===== src/rtl/bisquare_o_b_if.sv =====
// Bitstream port bundle for the bipolar stochastic squarer: random index and input
// bit from the source side, squared bit and primed flag back.
interface bisquare_o_b_if #(
  parameter int DEPLOG = 2
);
  logic [DEPLOG-1:0] randNum;
  logic              in;
  logic              out;
  logic              primed;

  modport master (output randNum, output in, input out, input primed);
  modport slave  (input randNum, input in, output out, output primed);
endinterface


===== src/rtl/bisquare_o_b.sv =====
// Bipolar stochastic squarer: XNOR of each input bit with a shuffled earlier input bit.
// Optional BISQUARE_WARMUP_MASK_EN replaces the output with a 0,1,0,1 stream until primed.
module bisquare_o_b #(
  parameter int DEP    = 4,
  parameter int DEPLOG = 2
) (
  input  logic           clk,
  input  logic           rst_n,
  bisquare_o_b_if.slave  bus
);

  logic [DEP-1:0]  shuf_reg;
  logic [DEPLOG:0] cnt_reg;
  logic            out_reg;
  logic            primed_reg;
  logic            rd;
  logic [DEPLOG+1:0] cnt_inc;

  // Read sees the pre-edge contents; the same slot is overwritten on the edge.
  assign rd      = shuf_reg[bus.randNum];
  assign cnt_inc = {1'b0, cnt_reg} + (DEPLOG+2)'(1);

  always_ff @(posedge clk or negedge rst_n) begin
    if (!rst_n) begin
      // Alternating pattern so an unprimed buffer reads as bipolar zero.
      for (int i = 0; i < DEP; i++) begin
        shuf_reg[i] <= 1'(i % 2);
      end
    end else begin
      shuf_reg[bus.randNum] <= bus.in;
    end
  end

  always_ff @(posedge clk or negedge rst_n) begin
    if (!rst_n) begin
      cnt_reg    <= '0;
      primed_reg <= 1'b0;
    end else begin
      cnt_reg    <= (cnt_reg == (DEPLOG+1)'(DEP)) ? cnt_reg : cnt_inc[DEPLOG:0];
      primed_reg <= (cnt_inc >= (DEPLOG+2)'(DEP));
    end
  end

`ifdef BISQUARE_WARMUP_MASK_EN
  logic tog_reg;

  always_ff @(posedge clk or negedge rst_n) begin
    if (!rst_n) begin
      out_reg <= 1'b0;
      tog_reg <= 1'b0;
    end else if (!primed_reg) begin
      out_reg <= tog_reg;
      tog_reg <= ~tog_reg;
    end else begin
      out_reg <= ~(bus.in ^ rd);
    end
  end
`else
  always_ff @(posedge clk or negedge rst_n) begin
    if (!rst_n) begin
      out_reg <= 1'b0;
    end else begin
      out_reg <= ~(bus.in ^ rd);
    end
  end
`endif

  assign bus.out    = out_reg;
  assign bus.primed = primed_reg;

endmodule


===== src/flat_wrapper.sv =====
// flat-port wrapper written by rule: the top's interface ports become plain ports
module bisquare_o_b_flat 
#(
  parameter int DEP    = 4,
  parameter int DEPLOG = 2
)
  (clk, rst_n, bus_randNum, bus_in, bus_out, bus_primed);
  bisquare_o_b_if #(.DEPLOG(DEPLOG)) bus_i ();
  input  logic clk;
  input  logic rst_n;
  input wire logic [$bits(bus_i.randNum)-1:0] bus_randNum;
  input wire logic [$bits(bus_i.in)-1:0] bus_in;
  output wire logic [$bits(bus_i.out)-1:0] bus_out;
  output wire logic [$bits(bus_i.primed)-1:0] bus_primed;
  assign bus_i.randNum = bus_randNum;
  assign bus_i.in = bus_in;
  assign bus_out = bus_i.out;
  assign bus_primed = bus_i.primed;
  bisquare_o_b #(.DEP(DEP), .DEPLOG(DEPLOG)) u_core (.clk(clk), .rst_n(rst_n), .bus(bus_i));
endmodule

===== config.mk =====
export PLATFORM = sky130hd
export DESIGN_NAME = bisquare_o_b_flat
export DESIGN_NICKNAME = d
export VERILOG_FILES = /design/src/rtl/bisquare_o_b_if.sv /design/src/rtl/bisquare_o_b.sv /design/src/flat_wrapper.sv
export SDC_FILE = /design/constraint.sdc
export NUM_CORES = 1
export LEC_CHECK = 0
export BUFFER_PORTS_ARGS = -buffer_cell sky130_fd_sc_hd__buf_2
export CAP_MARGIN = 20
export CORE_AREA = 2 2 39 41
export CTS_BUF_LIST = sky130_fd_sc_hd__clkbuf_4 sky130_fd_sc_hd__clkbuf_8
export DETAILED_ROUTE_END_ITERATION = 6
export DIE_AREA = 0 0 41 43
export GPL_ROUTABILITY_DRIVEN = 1
export PLACE_DENSITY = 0.49
export SLEW_MARGIN = 20
export SYNTH_ARGS = -nofsm -noshare
export SYNTH_HDL_FRONTEND = slang
export SYNTH_SLANG_ARGS = --single-unit

===== constraint.sdc =====
create_clock -name clk -period 1.8 [get_ports clk]
set_input_delay 0.36 -clock clk [delete_from_list [all_inputs] [get_ports clk]]
set_output_delay 0.36 -clock clk [all_outputs]
set_load 0.005 [all_outputs]

### Word level (Yosys, flattened, before mapping)

Cells that the tools add are included.

* $add $sub $neg: 1
* magnitude comparators: 3
* equality and inequality tests: 1
* mux-type cells: 5
* bitwise logic cells: 2
* reductions and logical operators: 1

Operators with widths (count)
* $add 3x1->4 const B: 1
* $bwmux 4: 1
* $ge 4x3->1 const B: 1
* $eq 3x3->1 const B: 1
* $lt 2x3->1 const B: 1
* $bmux 1 s2: 1
* $demux 1 s2: 1
* $ge 2x1->1 const B: 1
* $mux 1: 2
* $logic_and 1x1->1: 1
* $not 1->1: 1
* $xor 1x1->1: 1

* register bits after elaboration: 9
* logic and storage cells: 17

### Logic depth before layout (Yosys ltp)

* word-level depth: 5
* mapped depth: 4
* mapped depth without buffers: 4

### Least setup slack after synthesis

OpenSTA, ideal clock, no wires.

* kind: reg2reg
* start: reg u_core.cnt_reg[0]
* end: reg u_core.cnt_reg[1]
* setup time: 0.125 ns
* data arrival time: 1.020 ns
* data required time: 1.675 ns
* slack: 0.655 ns
* stages on the path, launching flop included: 5
* path buffers: 0
* clock period less this slack: 1.145 ns
* path through: dfrtp_1 -> inv_1 -> ha_1 -> nand2_1 -> mux2_2

* longest elaborated chain between the ends: 1
* elaborated cells between the ends (all ways): 2
* those cells by class: add/sub: 1; eq/ne: 1

RTL lines
* start, declared: line bisquare_o_b.sv:13 `logic [DEPLOG:0] cnt_reg;`
* start signal, assigned: line bisquare_o_b.sv:39 `cnt_reg <= (cnt_reg == (DEPLOG+1)'(DEP)) ? cnt_reg : cnt_inc[DEPLOG:0];`
* $add 3x1->4 / $eq 3x3->1 (equally long branches): line bisquare_o_b.sv:21, bisquare_o_b.sv:39

Several ways; a longest one is shown, not always the timed one.
A chain may end at the register's enable or synchronous reset.

### Final worst setup path

Ends and elaborated chain as after synthesis.

==> run_results.csv <==
group,metric,value,unit
status,status,"finished, final reports clean",
power,irDropWorstVdd,0.0003118,V
clock_tree,numCtsBuffers,3,
clock_tree,htreeDepth,1,
finish,num-nets-final,51,
critical_path,crit_type,"reg2reg",
synth,ys_ff_latch,9,
timing,drv_slew,0,
timing,timing.final.crit_share,67.36,%
critical_path,cp-start-kind,"register",
synth,synthCells,32,
finish,nFillCells,146,
floorplan,die_h,43,microns
route,first_iter_violations,3,
finish,syn_to_final_growth,22.02,%
floorplan,die_w,41,microns
timing,fin_worst_skew,0.00009226,ns
route,num_vias,239,
power,power_density,905.6,nW/um^2
global_routing,antenna_found_initial,0,
run,drv_cap,0,
floorplan,start_util,29.57,%
critical_path,crit_fanout,3,
clock_tree,path_clk_slew,0.06,ns
route,totalWireLength,585,microns
synth,yosys.cell_count.top_type,"dfrtp_1",
timing,setup_tns,0,ns
synth,syn-num-nets,39,
synth,synthTopCellsByCount,"dfrtp_1 (7), mux2_2 (5), inv_1 (3), nand2_1 (3)",
synth,synth_ff_type,"dfrtp_1",
global_routing,grt_pass1_wl,952,microns
timing,hold_viol_final,0,
place,portBuffers,6,
route,dr.pass1.iters,2,
synth,synth.top_cell.area_share,42.81,%
synth,postSynthAreaPerCell,12.79,sq um
timing,relSlewSlack,86.28,%
clock_tree,cts_tree,"done",
route,drc,0,
global_routing,grt_overflow_total,0,
clock_tree,cts_root_buffer,"clkbuf_4",
clock_tree,cts_num_sinks,9,
finish,n_antenna_cell,0,
synth,ys_types,13,
place,gp_congestion,0.6365,
route,via_per_inst,4.051,
timing,max_clock_freq,824.7,MHz
finish,largest_reg_flops,4,
worst_hold_path,hp-class,"in2reg",
clock_tree,clk_path_buf_depth,2,
synth,synth_area,409.1,sq um
power,power,0.4521,mW
timing,setup_viol,0,
synth,yosys.area.top_type,"dfrtp_1",
timing,worstMarginPinSlew,0.2057,ns
critical_path,worstPathArrival,1.36,ns
synth,ys_seq_area_share,55.66,%
critical_path,worst_setup_path_end_kind,"register",
synth,synth_edf_count,0,
floorplan,row_count,14,
synth,async_flop_share,100.0,%
timing,rsz0062_at_grt,"no",
clock_tree,insertion_delay,0.25,ns
route,ant_nets,0,
synth,synthTopCellsByArea,"dfrtp_1 (43%), mux2_2 (14%), dfstp_2 (13%), ha_1 (6.1%), mux4_2 (5.5%)",
clock_tree,cts-resized-gates,0,
synth,yosysWarnings,0,
global_routing,grt_max_degree,10,
floorplan,io_pins,7,
finish,drive_gt1_share,41.86,%
route,post_drt_wl_per_cell,9.915,microns
finish,fin_util,36.08,%
critical_path,critPathRequiredTime,1.95,ns
power,p_leak,0.2345,nW
floorplan,fp.coreArea,1384,sq um
timing,period_minus_slack,1.213,ns
place,hpwl,449.3,microns
floorplan,die-area,1763,sq um
global_routing,grt_pass1_vias,222,
global_routing,grtUsageTotal,9.026,%
where the power goes:
part	internal (mW)	switching (mW)
Sequential	0.226	0.00727
Clock	0.100	0.0683
Combinational	0.0310	0.0194
Total	0.357	0.0949
critical path: stages (launching register included):
cell,delay (ns)
dfrtp_1,0.37
inv_1,0.08
ha_1,0.21
nand2_1,0.11
mux2_2,0.34
cell usage in the layout (no fill, tap or decap):
| master | instances |
|---|---|
| dfrtp_1 | 7 |
| buf_2 | 6 |
| mux2_2 | 5 |
| clkbuf_4 | 4 |
| inv_1 | 3 |
| nand2_1 | 3 |
| nor2_1 | 2 |
| a21oi_1 | 2 |
| xnor2_1 | 2 |
| ha_1 | 2 |
| dfstp_2 | 2 |
| and2_1 | 1 |
| mux4_2 | 1 |
| nor2b_1 | 1 |
| and2b_1 | 1 |
| dlygate4sd3_1 | 1 |
path summary, 6_finish.rpt:
kind | from | end | slack, ns | depth (start not counted)
hold / removal | bus_in | u_core.bus.out | 0.34 | 2
setup / recovery | u_core.cnt_reg[0] | u_core.cnt_reg[1] | 0.59 | 4
setup reg to reg | u_core.cnt_reg[0] | u_core.cnt_reg[1] | 0.59 | 4
max in group asynchronous | rst_n | u_core.shuf_reg[1] | 1.07 | 2
hold reg to reg | u_core.shuf_reg[2] | u_core.shuf_reg[2] | 0.53 | 1
min in group asynchronous | rst_n | u_core.bus.primed | 0.48 | 2
area by class of cell:
| type | instances | area, sq um | share of cell area (%) |
|---|---|---|---|
| timing repair buffer | 7 | 40.04 | 8.020 |
| tap | 16 | 20.02 | 4.010 |
| clock buffer | 4 | 30.03 | 6.015 |
| inverter | 3 | 11.26 | 2.256 |
| multi-input combinational | 20 | 170.2 | 34.09 |
| sequential | 9 | 227.7 | 45.61 |
logic make-up after synthesis:
| family | synth area share, % |
|---|---|
| adders and majority gates | 6.115 |
| DFF | 55.66 |
| buffers and inverters | 2.752 |
| muxes | 19.26 |
| and+or+nand+nor | 9.483 |
| xor gates and xnor gates | 4.282 |
| AOI/OAI and AO/OA | 2.447 |
layer usage:
metal	track usage [%]	vias up	wire length [microns]
met4	10.00	0	0
met5	0	-	0
met3	3.141	0	33
li1	-	127	-
met1	11.63	108	276
met2	10.31	4	276
through the flow:
stage / instance area [sq um] / cells / hold WS, ns / setup slack (ns)
floorplan: 409.1 / 32 / 0.06441 / 0.6548
global placement: 459.2 / 54 / 0.2134 / 0.5651
detailed placement: 459.2 / 54 / 0.2261 / 0.5495
CTS: 499.2 / 59 / 0.3294 / 0.5801
global route: 499.2 / 59 / 0.3548 / 0.4959
finish: 499.2 / 59 / 0.3409 / 0.5874
what timing repair did:
item,CTS,global route
hold buffers,1,0
buffers inserted,0,0
endpoints found under the hold margin,7,0
No activity file was read; power rests on OpenSTA's default activity.
